===== src/rtl/alu_pkg.sv =====
// Shared definitions for the shared-ALU arbiter: control codes, FSM states, datapath width.
package alu_pkg;

    localparam int ALU_W = 64;

    localparam logic [3:0] CTRL_AND   = 4'b0000;
    localparam logic [3:0] CTRL_OR    = 4'b0001;
    localparam logic [3:0] CTRL_ADD   = 4'b0010;
    localparam logic [3:0] CTRL_SUB   = 4'b0110;
    localparam logic [3:0] CTRL_PASSB = 4'b0111;

    typedef enum logic [1:0] {
        ST_IDLE,
        ST_EXEC,
        ST_RESP
    } state_t;

endpackage


===== src/rtl/alu_core.sv =====
// Purely combinational N-bit ALU; unsupported control codes yield zero with err set.
module alu_core
    import alu_pkg::*;
#(
    parameter int N = ALU_W
) (
    input  logic [3:0]   ctrl,
    input  logic [N-1:0] a,
    input  logic [N-1:0] b,
    output logic [N-1:0] result,
    output logic         zero,
    output logic         err
);

    // NOTE: every always_comb output gets a default first so no path can infer a latch.
    always_comb begin
        result = '0;
        err    = 1'b0;
        case (ctrl)
            CTRL_AND:   result = a & b;
            CTRL_OR:    result = a | b;
            CTRL_ADD:   result = a + b;
            CTRL_SUB:   result = a - b;
            CTRL_PASSB: result = b;
            default:    err    = 1'b1;
        endcase
    end

    assign zero = (result == '0);

endmodule


===== src/rtl/alu_share_arbiter.sv =====
// Two-requester arbiter sequencing one shared ALU, one operation in flight at a time.
// Define ALU_ARB_RR_EN for round-robin tie-breaking; otherwise requester 0 always wins ties.
module alu_share_arbiter
    import alu_pkg::*;
#(
    parameter int N = ALU_W
) (
    input  logic         CLK,
    input  logic         Reset_L,
    input  logic         req0_valid,
    output logic         req0_ready,
    input  logic [3:0]   req0_ctrl,
    input  logic [N-1:0] req0_a,
    input  logic [N-1:0] req0_b,
    input  logic         req1_valid,
    output logic         req1_ready,
    input  logic [3:0]   req1_ctrl,
    input  logic [N-1:0] req1_a,
    input  logic [N-1:0] req1_b,
    output logic         resp_valid,
    input  logic         resp_ready,
    output logic         resp_id,
    output logic [N-1:0] resp_data,
    output logic         resp_zero,
    output logic         resp_err
);

    state_t       state, state_next;
    logic         grant1;
    logic         accept;
    logic [3:0]   op_ctrl;
    logic [N-1:0] op_a, op_b;
    logic         op_id;
    logic [N-1:0] alu_result;
    logic         alu_zero, alu_err;

`ifdef ALU_ARB_RR_EN
    // Remembers the last granted requester; reset to 1 so requester 0 wins the first tie.
    logic last_grant;

    always_ff @(posedge CLK) begin
        if (!Reset_L)
            last_grant <= 1'b1;
        else if (accept)
            last_grant <= grant1;
    end

    assign grant1 = req1_valid & (~req0_valid | ~last_grant);
`else
    assign grant1 = req1_valid & ~req0_valid;
`endif

    assign req0_ready = (state == ST_IDLE) & ~grant1 & req0_valid;
    assign req1_ready = (state == ST_IDLE) &  grant1 & req1_valid;
    assign accept     = req0_ready | req1_ready;

    // NOTE: sequential state uses non-blocking assignments so all registers update together.
    always_ff @(posedge CLK) begin
        if (!Reset_L)
            state <= ST_IDLE;
        else
            state <= state_next;
    end

    always_comb begin
        state_next = state;
        case (state)
            ST_IDLE: if (accept)     state_next = ST_EXEC;
            ST_EXEC:                 state_next = ST_RESP;
            ST_RESP: if (resp_ready) state_next = ST_IDLE;
            default:                 state_next = ST_IDLE;
        endcase
    end

    // NOTE: operand holding registers are not reset; they are always loaded before being read.
    always_ff @(posedge CLK) begin
        if (accept) begin
            op_ctrl <= grant1 ? req1_ctrl : req0_ctrl;
            op_a    <= grant1 ? req1_a    : req0_a;
            op_b    <= grant1 ? req1_b    : req0_b;
            op_id   <= grant1;
        end
    end

    alu_core #(.N(N)) u_alu_core (
        .ctrl   (op_ctrl),
        .a      (op_a),
        .b      (op_b),
        .result (alu_result),
        .zero   (alu_zero),
        .err    (alu_err)
    );

    // Response registers load only in EXEC, so they stay stable through RESP.
    always_ff @(posedge CLK) begin
        if (!Reset_L) begin
            resp_id   <= 1'b0;
            resp_data <= '0;
            resp_zero <= 1'b0;
            resp_err  <= 1'b0;
        end else if (state == ST_EXEC) begin
            resp_id   <= op_id;
            resp_data <= alu_result;
            resp_zero <= alu_zero;
            resp_err  <= alu_err;
        end
    end

    assign resp_valid = (state == ST_RESP);

endmodule


===== config.mk =====
export PLATFORM = sky130hd
export DESIGN_NAME = alu_share_arbiter
export DESIGN_NICKNAME = d
export VERILOG_FILES = /design/src/rtl/alu_pkg.sv /design/src/rtl/alu_core.sv /design/src/rtl/alu_share_arbiter.sv
export SDC_FILE = /design/constraint.sdc
export NUM_CORES = 1
export LEC_CHECK = 0
export BUFFER_PORTS_ARGS = -buffer_cell sky130_fd_sc_hd__buf_2
export CAP_MARGIN = 25
export CORE_UTILIZATION = 51
export CTS_BUF_LIST = sky130_fd_sc_hd__clkbuf_8
export CTS_CLUSTER_DIAMETER = 60
export DETAILED_ROUTE_END_ITERATION = 12
export PLACE_DENSITY = 0.87
export SLEW_MARGIN = 20
export SYNTH_ARGS = -nofsm -noshare
export SYNTH_HDL_FRONTEND = slang
export SYNTH_HIERARCHICAL = 1
export SYNTH_SLANG_ARGS = --single-unit

===== constraint.sdc =====
create_clock -name CLK -period 23.6 [get_ports CLK]
set_input_delay 1.18 -clock CLK [delete_from_list [all_inputs] [get_ports CLK]]
set_output_delay 1.18 -clock CLK [all_outputs]
set_load 0.01 [all_outputs]

### Word-level counts from Yosys, hierarchy flattened

Index checks and enable logic that the tools add are counted.

| operators by class | value |
|---|---|
| eq/ne operators | 8 |
| $add $sub $neg | 2 |
| bitwise logic cells | 10 |
| multiplexer cells | 8 |
| reductions and logical operators | 5 |

Operators by type and width:

| kind | number |
|---|---|
| 64-bit case mux with 5 select lines | 1 |
| 64-bit two-way mux | 2 |
| 64-bit adder | 1 |
| 64-bit bitwise AND | 1 |
| 64-bit logical NOT | 1 |
| 64-bit OR | 1 |
| 64-bit subtractor | 1 |
| 4-bit by 3-bit equality test with 1-bit output, second input constant | 2 |
| 2-bit case mux with 3 select lines | 1 |
| 1-bit bitwise AND | 5 |
| 5-bit OR reduction | 1 |
| 4-bit by 1-bit equality test with 1-bit output, second input constant | 1 |
| 4-bit by 2-bit equality test with 1-bit output, second input constant | 1 |
| 4-bit logical NOT | 1 |
| 2-bit two-way mux | 2 |
| 4-bit two-way mux | 1 |
| 2-bit by 1-bit equality test with 1-bit output, second input constant | 1 |
| 2-bit equality test, second input constant | 1 |
| 2-bit logical NOT | 1 |
| 2-bit by 1-bit inequality test with 1-bit output, second input constant | 1 |
| 2-bit inequality test, second input constant | 1 |
| 1-bit NOT | 2 |
| 2-bit AND reduction | 1 |
| 1-bit two-way mux | 1 |
| 1-bit OR | 1 |

| word-level totals | value |
|---|---|
| logic and storage cells | 42 |
| input port bits | 269 |
| output and inout bits | 70 |
| flip-flop bits (word level) | 202 |

### Depth between registers and ports, before layout

| logic depth | value |
|---|---|
| depth after elaboration | 8 |
| depth in mapped cells | 26 |
| mapped depth without buffers | 26 |

### Hierarchy

The synthesis kept the hierarchy.

By module, submodules not included:

| module | instances | seq. area each (µm²) | cells each | area each (µm²) |
|---|---|---|---|---|
| alu_share_arbiter | 1 | 5,375.2 | 584 | 8,607.0 |
| alu_core | 1 | 0.0 | 1,193 | 7,634.8 |

### Least setup slack after synthesis

OpenSTA, ideal clock, no wires.

| timing | value |
|---|---|
| path kind | input -> register |
| from | input req0_valid |
| to | register op_a[0], enable pin |
| data required time | 22,812 ps |
| setup slack | 12,626 ps |
| stages | 2 |
| library setup time | 788 ps |
| buffers on the path | 0 |
| arrival time | 10,185 ps |
| path through | nor2_1 -> nor3_1 |

| between the ends | value |
|---|---|
| word-level cells in the longest chain between the ends | 6 |
| elaborated cells between the ends (all ways) | 8 |
| those cells by class | 8 x bitwise |

Ends and longest elaborated chain:

| item | line | source |
|---|---|---|
| start: declaration | alu_share_arbiter.sv:10 | `input logic req0_valid,` |
| 1-bit NOT | alu_share_arbiter.sv:50 | `assign grant1 = req1_valid & ~req0_valid;` |
| 1-bit bitwise AND | alu_share_arbiter.sv:50 |  |
| 1-bit NOT | alu_share_arbiter.sv:53 | `assign req0_ready = (state == ST_IDLE) & ~grant1 & req0_valid;` |
| 1-bit bitwise AND (2 in a row) | alu_share_arbiter.sv:53 |  |
| 1-bit OR (*) | alu_share_arbiter.sv:55 | `assign accept = req0_ready \| req1_ready;` |
| via accept | alu_share_arbiter.sv:30 | `logic accept;` |
| end signal: assignment | alu_share_arbiter.sv:79 | `op_a <= grant1 ? req1_a : req0_a;` |
| end: declaration | alu_share_arbiter.sv:32 | `logic [N-1:0] op_a, op_b;` |

Mark *: on every way through the listed nets, which the timed path passes. The rest lies on a longest branch.
A chain may end at the register's enable or synchronous reset.

### Worst setup path after layout

| timing | value |
|---|---|
| from | register op_b[5] |
| to | register resp_zero |

| between the ends | value |
|---|---|
| word-level cells in the longest chain between the ends | 3 |
| elaborated cells between the ends (all ways) | 6 |
| those cells by class | 2 x add/sub; 1 x mux; 2 x bitwise; 1 x reduce/logical |

Ends and longest elaborated chain:

| item | line | source |
|---|---|---|
| start: declaration | alu_share_arbiter.sv:32 |  |
| start signal: assignment | alu_share_arbiter.sv:80 | `op_b <= grant1 ? req1_b : req0_b;` |
| 64-bit subtractor or 64-bit adder (tied branches) | alu_core.sv:23, alu_core.sv:22 |  |
| 64-bit case mux with 5 select lines (*) | alu_core.sv:19 | `case (ctrl)` |
| via alu_result[62] | alu_share_arbiter.sv:34 | `logic [N-1:0] alu_result;` |
| 64-bit logical NOT (*) | alu_core.sv:29 | `assign zero = (result == '0);` |
| via alu_zero | alu_share_arbiter.sv:35 | `logic alu_zero, alu_err;` |
| end signal: assignment | alu_share_arbiter.sv:104 | `resp_zero <= alu_zero;` |
| end: declaration | alu_share_arbiter.sv:24 | `output logic resp_zero,` |

Marks and branches as above.

==> reports/metrics.cfg <==
[synthesis]
synth_edf_count=133
yosysTopAreaCell=edfxtp_1
syn_area_um2=16200
synthDistinctLibCells=94
netlist.area_leader.share=0.246
avgSynthCellArea_um2=9.14
post-synth-top-count-cell=nand2_1
netlist_top_cells_area=edfxtp_1 25%, dfxtp_1 8.5%, nand2_1 6.0%, a21oi_1 5.9%, mux2_4 5.4%
ys.flop_type=edfxtp_1
synthArstFlopShare=0
yosysWarnings=6
synth_seq_cells=202
synthCells=1777
ys_seq_area_frac=0.331
synth_commonest_cells=258 x nand2_1, 192 x a21oi_1, 133 x edfxtp_1
synth_nets=2113

[worst_setup_path]
worst_r2r_endpoint=resp_zero
critical_path.top_delay_family=simple AND/OR/NAND/NOR gates
arrival_ns=7.72
slowest_stage=or4_2
critPathMaxFanout=9
critical_path_depth=23
path_cells=or3_1, nor3_1, nand2b_1, or3b_2, nor3_1, nand2b_1, nor4_1, nor2_1, xnor2_1, ha_1, nand4_1, or3_1, nor4_1, o311ai_0, a31oi_1, a31oi_1, o21ai_1, xnor2_1, o221ai_1, or4_2, nor4_2, nand2_1, mux2i_1
crit_start=op_b[5]
ff2ff_setup_slack_ns=16.37
cpPeakStageDelay_ns=0.70
cp-endpoint=resp_zero
worstRegToRegCells=23
crit_buf_inv=0
cp-start-kind=flop
worstPathRequired_ns=24.09
crit_path_end_kind=flop
path_class=reg2reg
timing.rr.start=op_b[5]

[detailed_routing]
drtPass1Iterations=6
wl_per_cell_um=23.8
drt_iter0_drc=2193
num_vias=16000
drcViolationCount=0
via_per_inst=6.44
drtAntennaViolNets=0
routed_wl_um=59000

[sta]
fin_ws_ns=16.37
rsz0062_at_grt=false
finalClockSkew_ns=0.0152
fin_crit_sh=0.307
setup_viol=0
fin_hold_ws_ns=0.454
fin_crit_ns=7.23
worstMarginPinSlew_ns=1.11
fin_tns_setup_ns=0
drv_slew=0
timing.fmax_ghz=0.138
finalHoldViolations=0
relSlewSlack=0.258

[power]
combPwrFrac=0.415
p_int_mw=0.806
switching_share=0.410
p_sw_mw=0.559
ir_drop_uv=59.5
clockPowerShare=0.245
p_per_area_nw_per_um2=73.4
power_mw=1.36
leakage_nw=7.80
pwr-share-seq=0.340

[finish]
drive_gt1_frac=0.283
nNetsFinal=2394
stdcell_count=2479
design_area_um2=18600
diodes=0
postLayoutCoreUtil=0.600
syn_to_final_growth_pct=14.5

[clock_tree]
ctsHtreeMaxLevel=2
cts_resized=0
clock-sinks=202
cts_tree=built
cts_setup_buffers=0
cts-buffers-inserted=36
clkTransAtPathRegs_ns=0.06
ctsLongestPathBuffers=3
clock-root-buffer=clkbuf_8
clk_latency_ns=0.55
ctsHoldBuffers=0

[floorplanning]
start_util=0.524
fp.dieW_um=180
fp.dieH_um=180
pin_count=339
dieArea_um2=32600
num_rows=64
core_um2=31000

[placed_design]
dp_hpwl_um=46400
dp.cells=2415
dp_slack_ns=16.66
place_congestion=1.04
io_buffers=338
post_dp_cell_area_um2=17800

[grt]
grt.overflow.total=0
grt_max_degree=108
antenna_found_initial=1
grt_pass1_wl_um=88100
grt_util_all_layers=0.351
grt_pass1_vias=14800

[min_path]
hold_class=reg2reg

[run]
maxCapViolations=0

[outcome]
status=complete, no violations

[state kept, by name, summed over array words and instances, names as in the netlist]
register   cells
op_ctrl        4
op_a          64
state          2
resp_id        1
resp_data     64
op_b          64
resp_err       1
resp_zero      1
op_id          1
[area by class of cell]
class	instances	area [um^2]
multi-input cells	1436	10100
repair buffers	350	1800
inverters	32	120
well taps	396	495
fillers	2685	12400
flip-flops and latches	202	5380
clock buffers	38	523
clock inverters	25	191
[layout by cell type (no fill, tap or decap), types with 15 or more instances in the layout]
cell type,instances
mux2_4,58
nand2_1,257
o31ai_1,15
nor2_1,84
o21ai_0,76
nand3_1,24
mux2_2,76
nor3_1,36
clkbuf_8,38
or3_1,15
buf_2,337
a31oi_1,17
dfxtp_1,69
ha_1,66
a21oi_1,192
nand4_1,34
a21o_1,41
xnor2_1,45
xor2_1,55
nor4_1,19
o22ai_1,23
edfxtp_1,133
inv_1,38
mux2i_1,69
[worst min-delay path: stages (launching register included)]
cell and delay (ns):
dfxtp_1 0.30, nand2_1 0.05, mux2i_1 0.05
[power by group through the flow]
| stage | Combinational, mW | Clock (mW) | Sequential (mW) |
|---|---|---|---|
| detailed placement | 0.538 | 0 | 0.469 |
| CTS | 0.542 | 0.339 | 0.462 |
| global route | 0.603 | 0.356 | 0.467 |
| floorplan | 0.383 | 0 | 0.460 |
| global placement | 0.537 | 0 | 0.468 |
| finish | 0.566 | 0.334 | 0.464 |
[kinds of logic after synthesis]
family,count (synthesis),synth area share
simple gates,557,0.165
mux,203,0.149
flops,202,0.331
fa+ha+maj,76,0.0576
compound gates,500,0.193
buf+inv,139,0.0503
xor+xnor,100,0.0539
[routing by layer]
| layer | routed length (um) | vias up | track usage |
|---|---|---|---|
| met5 | 13 | - | 0 |
| met4 | 1570 | 2 | 0.0909 |
| met3 | 7670 | 103 | 0.0821 |
| met2 | 23800 | 1120 | 0.496 |
| met1 | 26000 | 7529 | 0.531 |
| li1 | - | 7209 | - |
[worst min path at each step]
stage	startpoint	end	slack [ns]	cells after the start
floorplan	resp_data[0]	resp_data[0]	0.48	2
global placement	resp_id	resp_id	0.44	2
detailed placement	resp_data[39]	resp_data[39]	0.44	2
CTS	resp_data[63]	resp_data[63]	0.46	2
global route	resp_data[8]	resp_data[8]	0.47	2
finish	resp_data[10]	resp_data[10]	0.45	2
(Power assumes the default switching activity.)
